$ cat config.mk
export PLATFORM = sky130hd
export DESIGN_NAME = mcu_pwr_seq
export DESIGN_NICKNAME = d
export VERILOG_FILES = /design/src/rtl/mcu_pwrseq_const_pkg.sv /design/src/rtl/cdc_capt_sync.sv /design/src/rtl/mcu_pwr_seq.sv
export SDC_FILE = /design/constraint.sdc
export NUM_CORES = 1
export LEC_CHECK = 0
export ABC_AREA = 1
export CAP_MARGIN = 10
export CORE_MARGIN = 5
export CORE_UTILIZATION = 25
export CTS_CLUSTER_DIAMETER = 40
export DETAILED_ROUTE_END_ITERATION = 8
export DONT_BUFFER_PORTS = 1
export MAX_ROUTING_LAYER = met4
export PLACE_DENSITY = 0.44
export SETUP_SLACK_MARGIN = 0.3
export SLEW_MARGIN = 15
export SYNTH_ARGS = -nofsm -noshare
export SYNTH_HDL_FRONTEND = slang
export SYNTH_SLANG_ARGS = --single-unit
$ cat constraint.sdc
create_clock -name HCLK -period 1.1 [get_ports HCLK]
set_input_delay 0.275 -clock HCLK [delete_from_list [all_inputs] [get_ports HCLK]]
set_output_delay 0.275 -clock HCLK [all_outputs]
set_load 0.01 [all_outputs]
$ cat src/rtl/mcu_pwrseq_const_pkg.sv
// mcu_pwrseq_const_pkg: state encodings and default PLL lock timeout shared by the power sequencer
package mcu_pwrseq_const_pkg;
  typedef enum logic [2:0] {RUN, HOLD, PREQ, LOWPWR, PWAKE, RELEASE} pwr_state_t;
  localparam int LOCK_TIMEOUT_DEF = 1023;
  localparam int CNT_W = 10;
endpackage

$ cat src/rtl/cdc_capt_sync.sv
// cdc_capt_sync: two-flop synchroniser for a level signal into the clk domain
module cdc_capt_sync (
  input  logic clk,
  input  logic nreset,
  input  logic async_i,
  output logic sync_o
);
  logic meta;
  // shift the asynchronous level through two flops
  always_ff @(posedge clk or negedge nreset)
    if (!nreset) {sync_o, meta} <= 2'b00;
    else {sync_o, meta} <= {meta, async_i};
endmodule

$ cat src/rtl/mcu_pwr_seq.sv
// mcu_pwr_seq: deep-sleep entry/exit sequencer (hold, stop/standby handshake, PLL relock); MCU_PWRSEQ_LOCK_TIMEOUT_EN adds the lock timeout
module mcu_pwr_seq
  import mcu_pwrseq_const_pkg::*;
#(
  parameter int LOCK_TIMEOUT = LOCK_TIMEOUT_DEF
) (
  input  logic HCLK,
  input  logic HRESETn,
  input  logic PMUENABLE,
  input  logic SLEEPING,
  input  logic SLEEPDEEP,
  input  logic PDDS_REG,
  input  logic PLLON_REG,
  input  logic WAKEUP,
  input  logic PLL_LOCK,
  output logic SLEEPHOLDREQn,
  input  logic SLEEPHOLDACKn,
  output logic STOPREQ,
  input  logic STOPACK,
  output logic STBYREQ,
  input  logic STBYACK,
  output logic PLL_EN,
  output logic CLK_SEL,
  output logic LOCK_ERR,
  input  logic LOCK_ERR_CLR
);
  pwr_state_t state, state_d;
  logic pdds_q, pdds_d, pllon_q, pllon_d;
  logic hreq_d, stop_d, stby_d, pll_d, sel_d;
  logic wake_s, lock_s, tmo;
  cdc_capt_sync u_wake_sync (.clk(HCLK), .nreset(HRESETn), .async_i(WAKEUP), .sync_o(wake_s));
  cdc_capt_sync u_lock_sync (.clk(HCLK), .nreset(HRESETn), .async_i(PLL_LOCK), .sync_o(lock_s));
`ifdef MCU_PWRSEQ_LOCK_TIMEOUT_EN
  logic [CNT_W-1:0] cnt;
  assign tmo = (state == PWAKE) & pllon_q & ~lock_s & (cnt == CNT_W'(LOCK_TIMEOUT - 1));
  // count cycles spent waiting for lock; cleared whenever PWAKE is not continuing
  always_ff @(posedge HCLK or negedge HRESETn)
    if (!HRESETn) cnt <= '0;
    else cnt <= (state == PWAKE && state_d == PWAKE) ? cnt + 1'b1 : '0;
  // sticky timeout flag; a timeout in the same cycle as a clear keeps the flag set
  always_ff @(posedge HCLK or negedge HRESETn)
    if (!HRESETn) LOCK_ERR <= 1'b0;
    else LOCK_ERR <= tmo ? 1'b1 : LOCK_ERR_CLR ? 1'b0 : LOCK_ERR;
`else
  logic unused_ok;
  assign tmo = 1'b0;
  assign LOCK_ERR = 1'b0;
  assign unused_ok = LOCK_ERR_CLR & (LOCK_TIMEOUT != 0);
`endif
  // state, latched entry configuration and registered handshake/clock outputs
  always_ff @(posedge HCLK or negedge HRESETn)
    if (!HRESETn) begin
      state <= RUN;
      {pdds_q, pllon_q} <= 2'b00;
      {SLEEPHOLDREQn, STOPREQ, STBYREQ, PLL_EN, CLK_SEL} <= 5'b10000;
    end else begin
      state <= state_d;
      {pdds_q, pllon_q} <= {pdds_d, pllon_d};
      {SLEEPHOLDREQn, STOPREQ, STBYREQ, PLL_EN, CLK_SEL} <= {hreq_d, stop_d, stby_d, pll_d, sel_d};
    end
  // next state and next output values; outputs hold unless a transition changes them
  always_comb begin
    state_d = state;
    {pdds_d, pllon_d} = {pdds_q, pllon_q};
    {hreq_d, stop_d, stby_d, pll_d, sel_d} = {SLEEPHOLDREQn, STOPREQ, STBYREQ, PLL_EN, CLK_SEL};
    case (state)
      RUN: if (PMUENABLE & SLEEPING & SLEEPDEEP) begin
        state_d = HOLD;
        {pdds_d, pllon_d} = {PDDS_REG, PLLON_REG};
        hreq_d = 1'b0;
      end
      HOLD: if (!SLEEPHOLDACKn) begin
        state_d = PREQ;
        {sel_d, pll_d} = 2'b00;
        {stop_d, stby_d} = {~pdds_q, pdds_q};
      end else if (wake_s | ~SLEEPING) begin
        state_d = RELEASE;
        hreq_d = 1'b1;
      end
      PREQ: if (pdds_q ? STBYACK : STOPACK) state_d = LOWPWR;
      LOWPWR: if (wake_s) begin
        state_d = PWAKE;
        {stop_d, stby_d} = 2'b00;
        pll_d = pllon_q;
      end
      PWAKE: if (!pllon_q || lock_s || tmo) begin
        state_d = RELEASE;
        hreq_d = 1'b1;
        sel_d = pllon_q & lock_s;
        pll_d = pllon_q & ~tmo;
      end
      RELEASE: if (SLEEPHOLDACKn) state_d = RUN;
      default: state_d = RUN;
    endcase
  end
endmodule

==> results.json <==
{
  "status": "complete, but fails checks",
  "violations": "setup timing",
  "yosysMostFrequentCell": "nand2_1",
  "cp-end-kind": "register",
  "yosysWarnings": 0,
  "synth.top_cell.area_share": 0.428,
  "ys_seq_area_frac": 0.462,
  "synth_edf_count": 0,
  "numCtsBuffers": 3,
  "syn_area_um2": 761,
  "global_route.overflow_total": 0,
  "final_max_slew_viol_count": 0,
  "grt_pass1_wl_um": 2670,
  "p_sw_mw": 1.12,
  "cts.clk_slew.worst_paths_ps": 90,
  "drive_gt1_frac": 0.409,
  "io_buffers": 0,
  "dr.first_iter.drc_count": 25,
  "p_sw_frac": 0.431,
  "critical_path.max_fanout": 6,
  "ir_worst_vdd_uv": 864,
  "antenna_cells": 0,
  "rsz0062_at_grt": "yes",
  "synth_fp_nets": 111,
  "drc": 0,
  "post_cts_buffers": 0,
  "hold_slack_ps": 75.7,
  "clock_latency_ps": 280,
  "cts_max_level": 1,
  "clockPowerShare": 0.141,
  "cts-root-buf": "clkbuf_4",
  "worstHoldPathType": "input pin to asynchronous set/reset pin",
  "tns_ps": -654,
  "vias": 664,
  "place_congestion": 0.762,
  "fin_area_um2": 1030,
  "nNetsFinal": 129,
  "async_flop_share": 1.00,
  "max_freq_mhz": 838,
  "p_leak_nw": 0.500,
  "synth_common_cells": "27 x nand2_1, 13 x dfrtp_1, 11 x nor2_1, 9 x nand3_1, 8 x inv_1",
  "cts_tree": "yes",
  "arrival_ps": 1360,
  "startpoint_type": "register",
  "placed_cells": 141,
  "via_per_inst": 4.49,
  "initial_core_util": 0.255,
  "instances_no_fill": 148,
  "fin_skew_ps": 3.37,
  "worstSetupPathType": "register to register",
  "power_mw": 2.61,
  "largest_register": "state",
  "drt.antenna.violating_nets": 0,
  "fin_crit_ps": 1190,
  "seqPwrFrac": 0.351,
  "antenna_found_initial": 0,
  "maxSlewHeadroom": 0.570,
  "dieHeight_um": 65.2,
  "multiInputGateArea_um2": 427,
  "post_dp_cell_area_um2": 890,
  "final-seq-area_um2": 355,
  "num_rows": 20,
  "clock_path_buffers": 2,
  "worst_slew_pin_slew_ps": 645,
  "syn_to_final_growth_pct": 35.2,
  "synthCells": 98,
  "core-area_um2": 2980,
  "comb_power_share": 0.508,
  "grt_max_degree": 15,
  "wirelength_um": 1640,
  "drv_cap": 0,
  "track_usage": 0.0853,
  "ys_types": 20,
  "wl_per_cell_um": 11.1,
  "synth_top_area_cell": "dfrtp_1",
  "power.internal_mw": 1.49,
  "die_area_um2": 4250,
  "dieWidth_um": 65.2,
  "fillers": 311,
  "ys_ff_latch": 14,
  "clkSinkCount": 14,
  "grt_pass1_vias": 619,
  "hpwl_um": 1300,
  "fin_crit_sh": 1.08,
  "fin_ws_ps": -93.5,
  "largest_register_ffs": 3,
  "p_per_area_nw_per_um2": 2540,
  "finalSetupViolations": 10,
  "synth_area_per_cell_um2": 7.76,
  "synthFlopType": "dfrtp_1",
  "io_pins": 19,
  "required_ps": 1270,
  "firstDrtPassIters": 4,
  "yosys-top-cells-area": "dfrtp_1 43%, nand2_1 13%, nand3_1 5.9%, nor2_1 5.4%, nor2_2 4.1%",
  "final-hold-violation-count": 0
}
metrics by stage:
step	setup WS, ps	utilization
after floorplan	-59.1	-
after global placement	-127	0.299
after detailed placement	-131	0.299
after CTS	-96.5	0.331
after global routing	-181	0.345
final	-93.5	0.345
layer usage:
metal / part of all wire / GRT usage
met5: 0 / -
met1: 0.46 / 0.111
met4: 0 / 0.0466
met3: 0.076 / 0.0205
met2: 0.47 / 0.121
worst max-delay path: stages (launching register included):
cell and delay (ps):
dfrtp_2 480, nor2_4 200, nand3b_4 150, nand2_1 80
nand2_1 60, nand2_1 50, o21ai_1 50
power groups by stage:
stage	Clock (mW)	Combinational [mW]	Sequential, mW
finish	0.369	1.33	0.917
global route	0.418	1.50	0.944
CTS	0.390	1.30	0.911
detailed placement	0	1.17	0.892
global placement	0	1.17	0.890
floorplan	0	0.804	0.872
final cells by class:
cell class / instances / area share
tap: 33 / 0.0401
multi-input combinational: 72 / 0.415
timing repair buffer: 14 / 0.119
sequential: 14 / 0.345
clock buffer: 4 / 0.0353
inverter: 11 / 0.0450
kinds of logic (layout without fill, tap and decap cells):
family | count (synthesis) | count (layout) | share of synthesized area
AO/OA/AOI/OAI | 11 | 11 | 0.0822
buffers and inverters | 12 | 29 | 0.0641
flip-flops | 14 | 14 | 0.462
other | 1 | 1 | 0.00493
AND/OR/NAND/NOR | 60 | 60 | 0.387
path summary, 6_finish.rpt:
check,startpoint,depth (start not counted),endpoint,slack (ps)
max,state[1],6,PLL_EN,-90
min,HRESETn,1,u_lock_sync.meta,80
max reg2reg,state[1],6,PLL_EN,-90
min reg2reg,u_wake_sync.meta,0,u_wake_sync.sync_o,350
max in group asynchronous,HRESETn,1,state[2],570
min in group HCLK,PLLON_REG,2,pllon_q,120
layout by cell type (no fill, tap or decap), types with 2 or more instances in the layout:
master,Yosys,layout
a21oi_1,3,2
buf_4,1,9
buf_6,0,2
clkbuf_4,0,3
dfrtp_1,13,10
dfrtp_2,0,3
dlygate4sd3_1,0,2
inv_1,8,8
inv_4,0,2
nand2_1,27,22
nand2_2,3,7
nand3_1,9,9
nand3_2,2,2
nor2_1,11,7
nor2_2,5,3
nor2_4,1,7
o21ai_0,5,4
o21ai_1,1,2
timing repair:
item / in CTS / in global routing
endpoints found under the setup margin: 15 / 29
hold buffers: 1 / 2
pin swaps: 7 / 3
hold endpoints to repair: 14 / 2
resized for setup: 14 / 8
Note: power is estimated with default switching activity, not from simulation.
